--- config.mk ---
export PLATFORM = sky130hd
export DESIGN_NAME = spmv_row_result_collector
export DESIGN_NICKNAME = d
export VERILOG_FILES = /design/src/rtl/spmv_row_result_collector.sv
export SDC_FILE = /design/constraint.sdc
export NUM_CORES = 1
export LEC_CHECK = 0
export CAP_MARGIN = 0
export CORE_MARGIN = 10
export CORE_UTILIZATION = 45
export CTS_BUF_LIST = sky130_fd_sc_hd__clkbuf_4
export DETAILED_ROUTE_END_ITERATION = 8
export PLACE_DENSITY = 0.77
export REMOVE_ABC_BUFFERS = 1
export SLEW_MARGIN = 20
export SYNTH_ARGS = -nofsm -noshare
export SYNTH_HDL_FRONTEND = slang
export SYNTH_SLANG_ARGS = --single-unit
--- constraint.sdc ---
create_clock -name clk -period 7.3 [get_ports clk]
set_input_delay 1.825 -clock clk [delete_from_list [all_inputs] [get_ports clk]]
set_output_delay 1.825 -clock clk [all_outputs]
set_load 0.01 [all_outputs]
--- src/rtl/spmv_row_result_collector.sv ---
// spmv_row_result_collector: buffers row-sum pairs and serialises them as one indexed row per beat.
module spmv_row_result_collector #(
    parameter int DATA_WIDTH    = 32,
    parameter int FIFO_DEPTH    = 4,
    parameter int ROW_IDX_WIDTH = 16
) (
    input  logic                      clk,
    input  logic                      rstn,
    input  logic                      start,
    input  logic [ROW_IDX_WIDTH-1:0]  num_rows,
    input  logic                      sum_vaild,
    input  logic [2*DATA_WIDTH-1:0]   data_sum,
    output logic                      sum_room,
    output logic                      out_vaild,
    input  logic                      out_ready,
    output logic [DATA_WIDTH-1:0]     out_data,
    output logic [ROW_IDX_WIDTH-1:0]  out_row,
    output logic                      out_last,
    output logic                      done,
    output logic                      overflow
);
    localparam int AW = $clog2(FIFO_DEPTH);
    localparam logic [AW:0] FULL = (AW+1)'(FIFO_DEPTH);

    typedef enum logic [1:0] {IDLE, RUN, DONE} state_t;

    state_t                   state_q, state_d;
    logic [AW-1:0]            wr_q, wr_d, rd_q, rd_d;
    logic [AW:0]              cnt_q, cnt_d;
    logic                     half_q, half_d, vld_q, vld_d, ovf_q, ovf_d;
    logic [ROW_IDX_WIDTH-1:0] row_q, row_d, nrows_q, nrows_d;
    logic [2*DATA_WIDTH-1:0]  mem_q [FIFO_DEPTH];
    logic [2*DATA_WIDTH-1:0]  head;
    logic                     hs, last, pop, push;

    // half_q selects the lower (odd-row) half of the head entry; an entry
    // retires when that half, or the pass's last row, handshakes.
    assign head     = mem_q[rd_q];
    assign last     = row_q == nrows_q - ROW_IDX_WIDTH'(1);
    assign hs       = vld_q && out_ready;
    assign pop      = hs && (half_q || last);
    assign push     = state_q == RUN && !start && sum_vaild && (cnt_q != FULL || pop);
    assign sum_room = cnt_q != FULL;
    assign out_vaild = vld_q;
    assign out_data = vld_q ? (half_q ? head[DATA_WIDTH-1:0] : head[2*DATA_WIDTH-1:DATA_WIDTH]) : '0;
    assign out_row  = vld_q ? row_q : '0;
    assign out_last = vld_q && last;
    assign done     = state_q == DONE;
    assign overflow = ovf_q;

    // Sum-pair storage; not reset because occupancy is tracked by cnt_q.
    always_ff @(posedge clk) begin
        if (push) mem_q[wr_q] <= data_sum;
    end

    // Next-state: FIFO bookkeeping, beat sequencing, pass control.
    always_comb begin
        state_d = state_q;
        wr_d    = push ? wr_q + AW'(1) : wr_q;
        rd_d    = pop ? rd_q + AW'(1) : rd_q;
        cnt_d   = cnt_q + (AW+1)'(push) - (AW+1)'(pop);
        half_d  = hs ? !pop : half_q;
        row_d   = hs ? row_q + ROW_IDX_WIDTH'(1) : row_q;
        nrows_d = nrows_q;
        ovf_d   = ovf_q || (state_q == RUN && !start && sum_vaild && !push);
        if (state_q == DONE) state_d = IDLE;
        if (state_q == RUN && hs && last) begin
            state_d = DONE;
            wr_d    = '0;
            rd_d    = '0;
            cnt_d   = '0;
            half_d  = 1'b0;
        end
        if (start && state_q != DONE) begin
            state_d = num_rows != '0 ? RUN : DONE;
            nrows_d = num_rows;
            wr_d    = '0;
            rd_d    = '0;
            cnt_d   = '0;
            half_d  = 1'b0;
            row_d   = '0;
            ovf_d   = 1'b0;
        end
        // A fresh entry shows one cycle after landing; back-to-back otherwise.
        vld_d = state_d == RUN && cnt_q != '0 && cnt_d != '0;
    end

    // State register with asynchronous active-low reset.
    always_ff @(posedge clk or negedge rstn) begin
        if (!rstn) begin
            state_q <= IDLE;
            wr_q    <= '0;
            rd_q    <= '0;
            cnt_q   <= '0;
            half_q  <= 1'b0;
            vld_q   <= 1'b0;
            ovf_q   <= 1'b0;
            row_q   <= '0;
            nrows_q <= '0;
        end else begin
            state_q <= state_d;
            wr_q    <= wr_d;
            rd_q    <= rd_d;
            cnt_q   <= cnt_d;
            half_q  <= half_d;
            vld_q   <= vld_d;
            ovf_q   <= ovf_d;
            row_q   <= row_d;
            nrows_q <= nrows_d;
        end
    end
endmodule

# After elaboration in Yosys (flattened, before gate mapping)

Memories as Yosys holds them, arrays and structs flattened.
Cells that the tools add are included.
W data, S select, Z words.

Bits in writable memories: 256
Bits in latches: 0
Output and inout port bits: 53
Memory bits (read-only): 0
Memories kept: 1
Register bits after elaboration: 44

$add $sub $neg: 6
Shift operators: 0
Divide/modulo/power cells: 0
Bitwise operators: 0
Multiply operators: 0
Eq/ne operators: 6
Mux-type cells: 23
Reductions and logical operators: 25
Order comparisons: 0

Memories:

| memory | depth | bits a word | read ports | clocked after memory_dff | write ports | RTL line | text |
|---|---|---|---|---|---|---|---|
| mem_q  | 4     | 64          | 1          | 0                        | 1           | 32       | `logic [2*DATA_WIDTH-1:0] mem_q [FIFO_DEPTH];` |

Operator list:

| operator                | count |
|---|---|
| $mux W32                | 2 |
| $mux W16                | 3 |
| $mux W2                 | 10 |
| $add A16 B1 Y16 const B | 1 |
| $eq A16 B16 Y1          | 1 |
| $reduce_bool A16 Y1     | 1 |
| $sub A16 B1 Y16 const B | 1 |
| $reduce_bool A3 Y1      | 5 |
| $logic_and A1 B1 Y1     | 12 |
| $mux W1                 | 6 |
| $mux W3                 | 2 |
| $add A2 B1 Y2 const B   | 2 |
| $eq A2 B1 Y1 const B    | 2 |
| $add A3 B1 Y3           | 1 |
| $logic_not A1 Y1        | 3 |
| $logic_or A1 B1 Y1      | 3 |
| $ne A3 B3 Y1 const B    | 1 |
| $sub A3 B1 Y3           | 1 |
| $eq A2 B2 Y1 const B    | 1 |
| $ne A2 B2 Y1 const B    | 1 |
| $reduce_bool A2 Y1      | 1 |

# Logic depth before layout (Yosys ltp)

Depth in word-level cells: 12
Depth in mapped cells: 20
Mapped depth without buffers: 19

# Worst setup path after synthesis

Ideal clock, no wire load.

Kind: flip-flop to flip-flop
Start point: register nrows_q[0]
End point: memory mem_q[0][0] (netlist bit), enable pin
Path slack: 2.467 ns
Setup time: 0.429 ns
Required time: 6.871 ns
Clock period less this slack: 4.833 ns
Arrival time: 4.403 ns
Buffers on the path: 1
Cell stages (with the launch flop): 11
Path through: dfrtp_1 -> inv_1 -> ha_1 -> buf_2 -> or4b_4 -> nor3_1 -> xnor2_1 -> or3b_1 -> or4_4 -> o31ai_4 -> and3_1

Cells in the longest elaborated chain, start to end: 8

Ends and longest elaborated chain:

| element                       | RTL line | text |
|---|---|---|
| from (decl)                   | 31       | `logic [ROW_IDX_WIDTH-1:0] row_q, row_d, nrows_q, nrows_d;` |
| from (signal assigned)        | 109      | `nrows_q <= nrows_d;` |
| $sub A16 B1 Y16               | 39       | `assign last = row_q == nrows_q - ROW_IDX_WIDTH'(1);` |
| $eq A16 B16 Y1                | 39       |  |
| $logic_or A1 B1 Y1            | 41       | `assign pop = hs && (half_q \|\| last);` |
| $logic_and A1 B1 Y1           | 41       |  |
| $logic_or A1 B1 Y1            | 42       | `assign push = state_q == RUN && !start && sum_vaild && (cnt_q != FULL \|\| pop);` |
| $logic_and A1 B1 Y1           | 42       |  |
| $mux W1                       | 53       | `if (push) mem_q[wr_q] <= data_sum;` |
| $mux W1 (implied by the code) | 53       |  |
| to (decl)                     | 32       |  |

Every way passes these cells.

# Final worst setup path

Start point: register nrows_q[0]
End point: output port out_last

Cells in the longest elaborated chain, start to end: 3

Ends and longest elaborated chain:

| element             | RTL line | text |
|---|---|---|
| $sub A16 B1 Y16     | 39       |  |
| $eq A16 B16 Y1      | 39       |  |
| $logic_and A1 B1 Y1 | 47       | `assign out_last = vld_q && last;` |
| to (decl)           | 18       | `output logic out_last,` |

Every way passes these cells.

==> out/metrics.csv <==
stage;metric;value;unit
sta;Max Fclk;173.4;MHz
logic_synthesis;distinct cell type count of the synthesized netlist;55;
logic_synthesis;ys async rst share;0.1467;
pwr;Sw Pwr;0.8310;mW
pwr;Max VDD drop;0.1671;mV
sta;Period minus WS final;5.767;ns
cts;clk buf depth;3;
cts;Root Driver;clkbuf_4;
setup_path;Largest stage delay, worst path;0.63;ns
cts;CTS buffer count;79;
cts;CTS H-tree depth;3;
global_route;vias in the first global route;7751;
logic_synthesis;synthesized cell area;0.01259;mm²
cts;Clock transition at path regs;0.05;ns
setup_path;startpoint type of the worst setup path;register;
global_route;gr ovfl total;0;
sta;final period utilization;0.7901;
setup_path;Worst Path Arrival;3.94;ns
global_route;aggregate global-route resource usage;0.1521;
sta;Slew Viols, Final;0;
logic_synthesis;Post-synth EDFFs;256;
die;Die W;187.3;µm
cts;CTS tree;built;
placement;Placer Congestion;0.9199;
logic_synthesis;Seq/Total Area, Yosys;0.6978;
sta;Setup TNS;0;ns
sta;worst hold margin;0.5119;ns
placement;hpwl dp;15.73;mm
sta;clock skew;0.05795;ns
sta;final setup violation count;0;
setup_path;Worst setup EP type;output pin;
logic_synthesis;synth top area cells;edfxtp_1 61%, mux4_2 11%, dfrtp_1 8.7%, mux2i_1 2.6%, nand2_1 2.1%;
run_status;status;finished clean;
logic_synthesis;area leader, netlist;edfxtp_1;
setup_path;Crit path required time;5.48;ns
die;I/O pins;138;
detailed_routing;Starting DRT DRC Count;462;
logic_synthesis;Ys Warns;0;
cts;post-CTS setup buffer count;0;
logic_synthesis;Syn Inst Count;755;
die;die footprint;0.03508;mm²
placement;placed instance area;0.01434;mm²
detailed_routing;Detail Route Antenna Nets;0;
cts;CTS sink cnt;300;
run;Max Cap Viol;0;
detailed_routing;final WL;26.45;mm
cells_and_area;Non-Filler Instances;1369;
cells_and_area;NumNets Final;1034;
logic_synthesis;Yosys top cell area share;0.6104;
sta;Final Hold Vio Count;0;
cts;Worst-Skew Late Latency;0.71;ns
global_route;first-pass GRT wire length;42.48;mm
detailed_routing;Vias/cell;5.312;
global_route;initial antenna violation count;4;
cells_and_area;share of layout cells above drive strength 1;0.2162;
die;die height;187.3;µm
sta;Slew HR;0.3080;
global_route;largest net degree at the start of global routing;67;
setup_path;Critical Path Fanout Max;8;
sta;Slew @ Worst Pin;1.038;ns
detailed_routing;Avg WL per Cell;19.32;µm
setup_path;delay-heaviest family, CP;simple AND/OR/NAND/NOR gates;
cts;CTS Hold Buffers Added;0;
cells_and_area;design area;0.01533;mm²
logic_synthesis;Syn Area/Cell;16.68;µm²
die;initial cell density of the core;0.4546;
min_path;HP Class;register to register;
setup_path;Crit Path Category;register to output pin;
detailed_routing;DRC;0;
logic_synthesis;Synth Flop Type;edfxtp_1;
die;Core ar.;0.02771;mm²
setup_path;CP max stage cell;or4b_2;
logic_synthesis;Seq cells post-synth;300;
pwr;Sequential Power Share;0.539;
detailed_routing;DR vias;7272;
pwr;sw frac;0.2301;
sta;RSZ-0062 raised after global routing;false;
die;Rows;61;
cells_and_area;synth-to-layout area growth;21.75;%
pwr;PD cells;235.5;mW/mm²
pwr;Power Internal;2.780;mW
cts;post-cts resize count;0;
setup_path;Worst Path Buf+Inv;2;
pwr;Comb pwr share;0.074;
detailed_routing;Pre-antenna DRT Iters;4;
setup_path;CP cell instances;inv_1, ha_1, or4b_4, nor4_4, xnor2_1, and2_1, or4b_2, nor4_1, clkdlybuf4s50_1;
placement;dpl cells;1236;
pwr;Leakage;5.097;nW
setup_path;r2r setup slk;2.22;ns
placement;IO Port Bufs;137;
pwr;clock power share;0.386;
-- cell usage after synthesis (4+ instances only) --
master	instances
or3_1	8
dfrtp_1	44
nand3_1	9
xor2_1	17
buf_1	9
and2_1	19
mux4_2	64
inv_1	13
xnor2_1	16
o21ai_0	14
or2_2	4
clkbuf_1	27
nor3_1	9
and3_1	6
nor2_1	58
nand2_1	69
ha_1	8
nor4_1	6
mux2i_1	33
a21oi_1	15
edfxtp_1	256
or4_1	4
-- power groups by stage --
| stage | Sequential [mW] | Combinational [mW] | Clock [mW] |
|---|---|---|---|
| floorplan | 1.98 | 0.134 | 0 |
| global placement | 1.98 | 0.266 | 0 |
| detailed placement | 1.98 | 0.270 | 0 |
| CTS | 1.95 | 0.272 | 1.44 |
| global route | 1.95 | 0.295 | 1.54 |
| finish | 1.95 | 0.268 | 1.39 |
-- cells in the final DEF, fill, tap and decap left out, types with 14 or more instances in the layout --
master and count:
clkinv_1 14, a21oi_1 15, nand2_1 69, xor2_1 17, nor2_1 58, edfxtp_1 256
clkdlybuf4s50_1 136, and2_1 19, mux2i_1 33, mux4_2 64, o21ai_0 14, clkbuf_4 110
xnor2_1 16, dfrtp_1 41
-- path summary, 6_finish.rpt --
path / startpoint / to / cells past startpoint
max: nrows_q[0]$_DFFE_PN0P_ / out_last / 9
min: nrows_q[15]$_DFFE_PN0P_ / nrows_q[15]$_DFFE_PN0P_ / 2
max reg2reg: nrows_q[0]$_DFFE_PN0P_ / out_vaild$_DFF_PN0_ / 18
min reg2reg: nrows_q[15]$_DFFE_PN0P_ / nrows_q[15]$_DFFE_PN0P_ / 2
max in group asynchronous: rstn / rd_q[0]$_DFFE_PN0P_ / 2
min in group asynchronous: rstn / nrows_q[8]$_DFFE_PN0P_ / 2
-- metal layers --
metal / global-route usage / share of wire / up-vias
li1: - / - / 3328
met1: 0.1824 / 0.40 / 3579
met2: 0.2425 / 0.48 / 289
met3: 0.05798 / 0.091 / 70
met4: 0.06203 / 0.024 / 6
met5: 0 / 0.0018 / -
-- state kept, by name, summed over array words and instances (netlist names) --
name / cells
overflow: 1
rd_q: 2
nrows_q: 16
cnt_q: 3
wr_q: 2
half_q: 1
state_q: 2
mem_q: 256
row_q: 16
out_vaild: 1
-- per-stage QoR --
step	worst slack, ns	utilization	power [mW]
finish	1.533	0.5534	3.611
global route	1.291	0.5534	3.788
global placement	2.234	0.5177	2.246
CTS	1.502	0.5524	3.660
floorplan	2.003	-	2.113
detailed placement	2.219	0.5177	2.252
-- worst min-delay path, stage by stage (launching register included) --
cell	delay [ns]
dfrtp_1	0.37
nand2_1	0.06
nand2_1	0.06
-- cell type report --
| class | instances | area [µm²] |
|---|---|---|
| antenna | 1 | 2.502 |
| clock buffer | 110 | 825.8 |
| clock inverter | 21 | 133.9 |
| fill | 2175 | 12370 |
| inverter | 14 | 52.55 |
| multi-input combinational | 402 | 3617 |
| sequential | 300 | 8797 |
| tap | 378 | 473.0 |
| timing repair buffer | 143 | 1431 |
-- cells by family after synthesis --
kind of cell               Yosys count  synth area share
AOI/OAI and AO/OA                   50           0.02752
xor gates and xnor gates            33           0.02295
adders and majority gates            9          0.009537
buffers and inverters               53           0.01659
DFF                                300            0.6978
muxes                               98            0.1416
and+or+nand+nor                    212           0.08404
(Power assumes the default switching activity.)
==> RTL change 1, RTL diff (same settings) <==
Change the parameter `DATA_WIDTH` from 32 to 48.
--- a/src/rtl/spmv_row_result_collector.sv
+++ b/src/rtl/spmv_row_result_collector.sv
@@ -1,5 +1,5 @@
 // spmv_row_result_collector: buffers row-sum pairs and serialises them as one indexed row per beat.
 module spmv_row_result_collector #(
-    parameter int DATA_WIDTH    = 32,
+    parameter int DATA_WIDTH    = 48,
     parameter int FIFO_DEPTH    = 4,
     parameter int ROW_IDX_WIDTH = 16
Interface: changed (resized data_sum and out_data); port bits go from 138 to 186. The function was not compared with the original's and may differ.
==> RTL change 1 against the original RTL <==
- final cell count up 31%
- synthesized area up 39%
- first-iteration DRC count up 58%
- largest cell class unchanged
- highest routed layer unchanged
- synthesized cell count up 25%
- cell area up 38%
- worst setup slack better by 0.31 ns
- routed wire length up 39%
- total power up 41%
- sequential cell count up 128
==> RTL change 1: results (changes against the original RTL) <==
outcome = finished, final reports clean
asr flop ratio synth = 10.3% (-4.4 points)
XOR/XNOR Fraction of Synth Area = 1.65% (-0.64 points)
biggest regs = mem_q (384), nrows_q (16), row_q (16)
Worst Skew = 0.0562 ns (-0.00170 ns)
DR pass1 iterations = 6 (+2)
Adder-Cell Fraction of Synth Area = 0.687% (-0.27 points)
first-pass GRT wire length = 58.0 mm (+37%)
pin count of the biggest net entering global routing = 70 (+4.5%)
number of port buffers = 185 (+35%)
Total GRT Usage = 15.8% (+0.56 points)
post-synthesis cell type count = 57 (+3.6%)
worst skew pair latency = 0.80 ns (+0.09 ns)
Final #Nets = 1328 (+28%)
Synth area leaders = edfxtp_1 (66%), mux4_2 (12%), dfrtp_1 (6.3%)
mean number of vias per cell = 5.27 (-0.73%)
share of cells above drive strength 1 = 22.3% (+0.68 points)
GPL Wtd Cong = 0.888 (-3.5%)
Seq/Total Area, Yosys = 72.3% (+2.5 points)
Synth Area in Compound Gates = 1.59% (-1.2 points)
Worst EP arrival = 3.63 ns (-0.31 ns)
DRT iter0 DRCs = 730 (+58%)
Max Fanout on Critical Path = 9 (+1)
Pleak = 0.00700 uW (+37%)
number of global-route vias before repair = 10300 (+33%)
-- RTL change 1: cell count changes after synthesis, sizes merged, moves of 11 or more --
cell / change
a21oi: -11
nor2: -28
nor2b: +50
mux4: +32
edfxtp: +128
mux2i: +20
-- RTL change 1: final cells by class --
class / count / area (um^2) / share of cell area [%]
clock buffers: 152 / 1140 / 5.38
well taps: 518 / 648 / 3.05
diodes: 4 / 10.0 / 0.0472
repair buffers: 196 / 1940 / 9.16
flip-flops and latches: 428 / 12600 / 59.6
multi-input cells: 458 / 4630 / 21.8
inverters: 11 / 41.3 / 0.195
clock inverters: 24 / 166 / 0.784
-- RTL change 1: kinds of logic (layout without fill, tap and decap cells) --
group                    count (synthesis)  count (layout)
AO/OA/AOI/OAI                           36              36
XOR/XNOR                                33              33
adder cells (fa/ha/maj)                  9               9
buffers and inverters                   59             383
flip-flops                             428             428
multiplexers                           149             149
other                                    0               4
AND/OR/NAND/NOR                        231             231
-- RTL change 1: path summary, 6_finish.rpt --
kind | from | endpoint | slack, ns | cells past startpoint
max | nrows_q[0] | out_last | 1.84 | 11
min | nrows_q[15] | nrows_q[15] | 0.51 | 2
max reg2reg | nrows_q[0] | mem_q[3][85] | 2.81 | 11
min reg2reg | nrows_q[15] | nrows_q[15] | 0.51 | 2
max in group asynchronous | rstn | rd_q[1] | 5.77 | 1
min in group asynchronous | rstn | nrows_q[13] | 1.06 | 1
-- RTL change 1: where the power goes --
group          switching (uW)  total (uW)  leakage [uW]  internal [uW]
logic                     177         355       0.00217            178
registers                42.3        2800       0.00406           2760
clock network             900        1920      0.000778           1020
total                    1120        5070       0.00700           3950
-- RTL change 1: through the flow --
step / hold WS, ns / cells / instance area, um^2 / power, uW / worst slack [ns]
floorplan: 0.467 / 897 / 17300 / 3020 / 0.784
global placement: 0.498 / 1611 / 19900 / 3200 / 2.41
detailed placement: 0.489 / 1611 / 19900 / 3210 / 2.37
CTS: 0.511 / 1787 / 21200 / 5140 / 1.69
global route: 0.564 / 1788 / 21200 / 5300 / 1.55
finish: 0.508 / 1791 / 21200 / 5070 / 1.84
-- RTL change 1: metal layers --
metal | vias to the layer above | global-route usage, % | routed length, um
met1 | 4771 | 20.0 | 15700
li1 | 4288 | - | -
met3 | 69 | 5.28 | 2760
met2 | 302 | 24.8 | 17600
met4 | 14 | 6.01 | 741
met5 | - | 0 | 85
-- RTL change 1: critical path, cell delays in order, from the launching register on --
cell and delay (ns):
dfrtp_1 0.45, inv_1 0.10, ha_1 0.34, nor4b_1 0.39
nand2_1 0.18, mux2i_1 0.19, mux2i_1 0.09, o22ai_1 0.21
nand2_1 0.08, nor4_1 0.16, and2_1 0.15, clkdlybuf4s50_1 0.54
==> RTL change 2, RTL diff (same flow settings) <==
Made on the original files. Put one more register stage on the output `overflow`, without a reset. The value now appears one clock later. The other outputs are not delayed to match.
--- a/src/rtl/spmv_row_result_collector.sv
+++ b/src/rtl/spmv_row_result_collector.sv
@@ -47,5 +47,7 @@
     assign out_last = vld_q && last;
     assign done     = state_q == DONE;
-    assign overflow = ovf_q;
+    always_ff @(posedge clk) begin
+        overflow <= ovf_q;
+    end
 
     // Sum-pair storage; not reset because occupancy is tracked by cnt_q.
Formal check against the unedited RTL: not equivalent (Yosys sat finds a counterexample within 10 cycles, from zero or initial values and one cycle with rstn low).
==> RTL change 2 against the original RTL <==
- synthesized area grew 0.16%
- maximum frequency shrank 3.5%
- routed wire length grew 1.8%
- worst setup slack lost 0.21 ns
- clock power grew 4%
- cell area grew 0.40%
- critical path depth is the same
- sequential cell count grew 1
- combinational power is essentially flat
- register-to-register slack gained 0.18 ns
- non-clock buffer count is the same
- total power grew 1.8%
- critical endpoint unchanged
- largest cell class unchanged
==> RTL change 2: results (changes against the original RTL) <==
outcome = finished, final reports clean
Pleak = 0.00514 uW (+0.78%)
asr flop ratio synth = 14.6% (-0.049 points)
Worst Skew = 0.0713 ns (+0.0133 ns)
GPL Wtd Cong = 0.900 (-2.1%)
post-synthesis cell type count = 56 (+1.8%)
Filler cells = 2196 (+0.97%)
number of global-route vias before repair = 7731 (-0.26%)
Total GRT Usage = 15.2% (about the same)
Primary FF master, synth = edfxtp_1
Post-synth EDFFs = 256 (unchanged)
Total Routed Length = 26.9 mm (+1.8%)
CTS resizes = 0 (unchanged)
biggest regs = mem_q (256), nrows_q (16), row_q (16)
Net Sw Frac = 23.4% (+0.39 points)
Synth area leaders = edfxtp_1 (61%), mux4_2 (11%), dfrtp_1 (8.7%)
DRT iter0 DRCs = 509 (+10%)
Final #Nets = 1036 (+0.19%)
DR pass1 iterations = 5 (+1)
placed insts = 1238 (+0.16%)
CTS buffer count = 80 (+1.3%)
Seq/Total Area, Yosys = 69.8% (about the same)
Worst EP arrival = 4.15 ns (+0.21 ns)
Synth Cell Area = 0.0126 mm^2 (+0.16%)
mean number of vias per cell = 5.24 (-1.4%)
dpl hpwl = 16.3 mm (+3.4%)
Cell Area, Placed = 0.0144 mm^2 (+0.17%)
Mapped Cells = 756 (+0.13%)
post-route non-filler standard cell count = 1382 (+0.95%)
share of cells above drive strength 1 = 22.2% (+0.58 points)
crit-path max cell delay = 0.64 ns
first-pass GRT wire length = 42.6 mm (+0.21%)
dpl ws = 2.07 ns (-0.153 ns)
Worst IR Drop VDD = 0.000207 V (+24%)
Rel. slew slack = 30.3% (-0.54 points)
Hold Crit Class = reg -> reg
# Post-CTS Setup Buffers = 0 (unchanged)
Worst-path clk slew = 0.07 ns (+0.02 ns)
clk pwr = 1450 uW (+4%)
## RTL change 2: kinds of logic (layout without fill, tap and decap cells)
group                    count (synthesis)  in the layout  synth area share (%)
AO/OA/AOI/OAI                           50             50                  2.75
XOR/XNOR                                33             33                  2.29
adder cells (fa/ha/maj)                  9              9                 0.952
buffers and inverters                   53            297                  1.66
flip-flops                             301            301                  69.8
multiplexers                            98             98                  14.1
other                                    0              4                     0
AND/OR/NAND/NOR                        212            212                  8.39
## RTL change 2: layer usage
layer,track usage [%],vias to the layer above,routed length [um]
met3,5.31,44,2060
met4,5.45,2,480
met2,24.5,249,12900
met1,18.6,3608,11500
li1,-,3336,-
met5,0,-,20
## RTL change 2: stage by stage
step / utilization (%) / hold slack [ns] / power, uW
after CTS: 55.5 / 0.360 / 3720
after global routing: 55.5 / 0.357 / 3840
final: 55.6 / 0.379 / 3680
after global placement: 51.9 / 0.374 / 2250
after floorplan: - / 0.347 / 2120
after detailed placement: 51.9 / 0.373 / 2260
## RTL change 2: layout make-up
cell class / instances / share of cell area, %
Tap cell: 378 / 3.07
Clock buffer: 114 / 5.56
Antenna cell: 4 / 0.0650
Clock inverter: 26 / 1.02
Inverter: 14 / 0.341
Multi-Input combinational cell: 402 / 23.5
Timing Repair Buffer: 143 / 9.18
Sequential cell: 301 / 57.3
## RTL change 2: worst paths after layout
kind / to / depth (start not counted) / slack, ns / from
worst max-delay path: out_last / 9 / 1.32 / nrows_q[0]
worst min-delay path: overflow / 0 / 0.38 / ovf_q
worst max register to register: out_vaild / 18 / 2.40 / nrows_q[0]
worst min register to register: overflow / 0 / 0.38 / ovf_q
max in group asynchronous: rd_q[0] / 1 / 5.69 / rstn
min in group asynchronous: nrows_q[3] / 1 / 1.15 / rstn
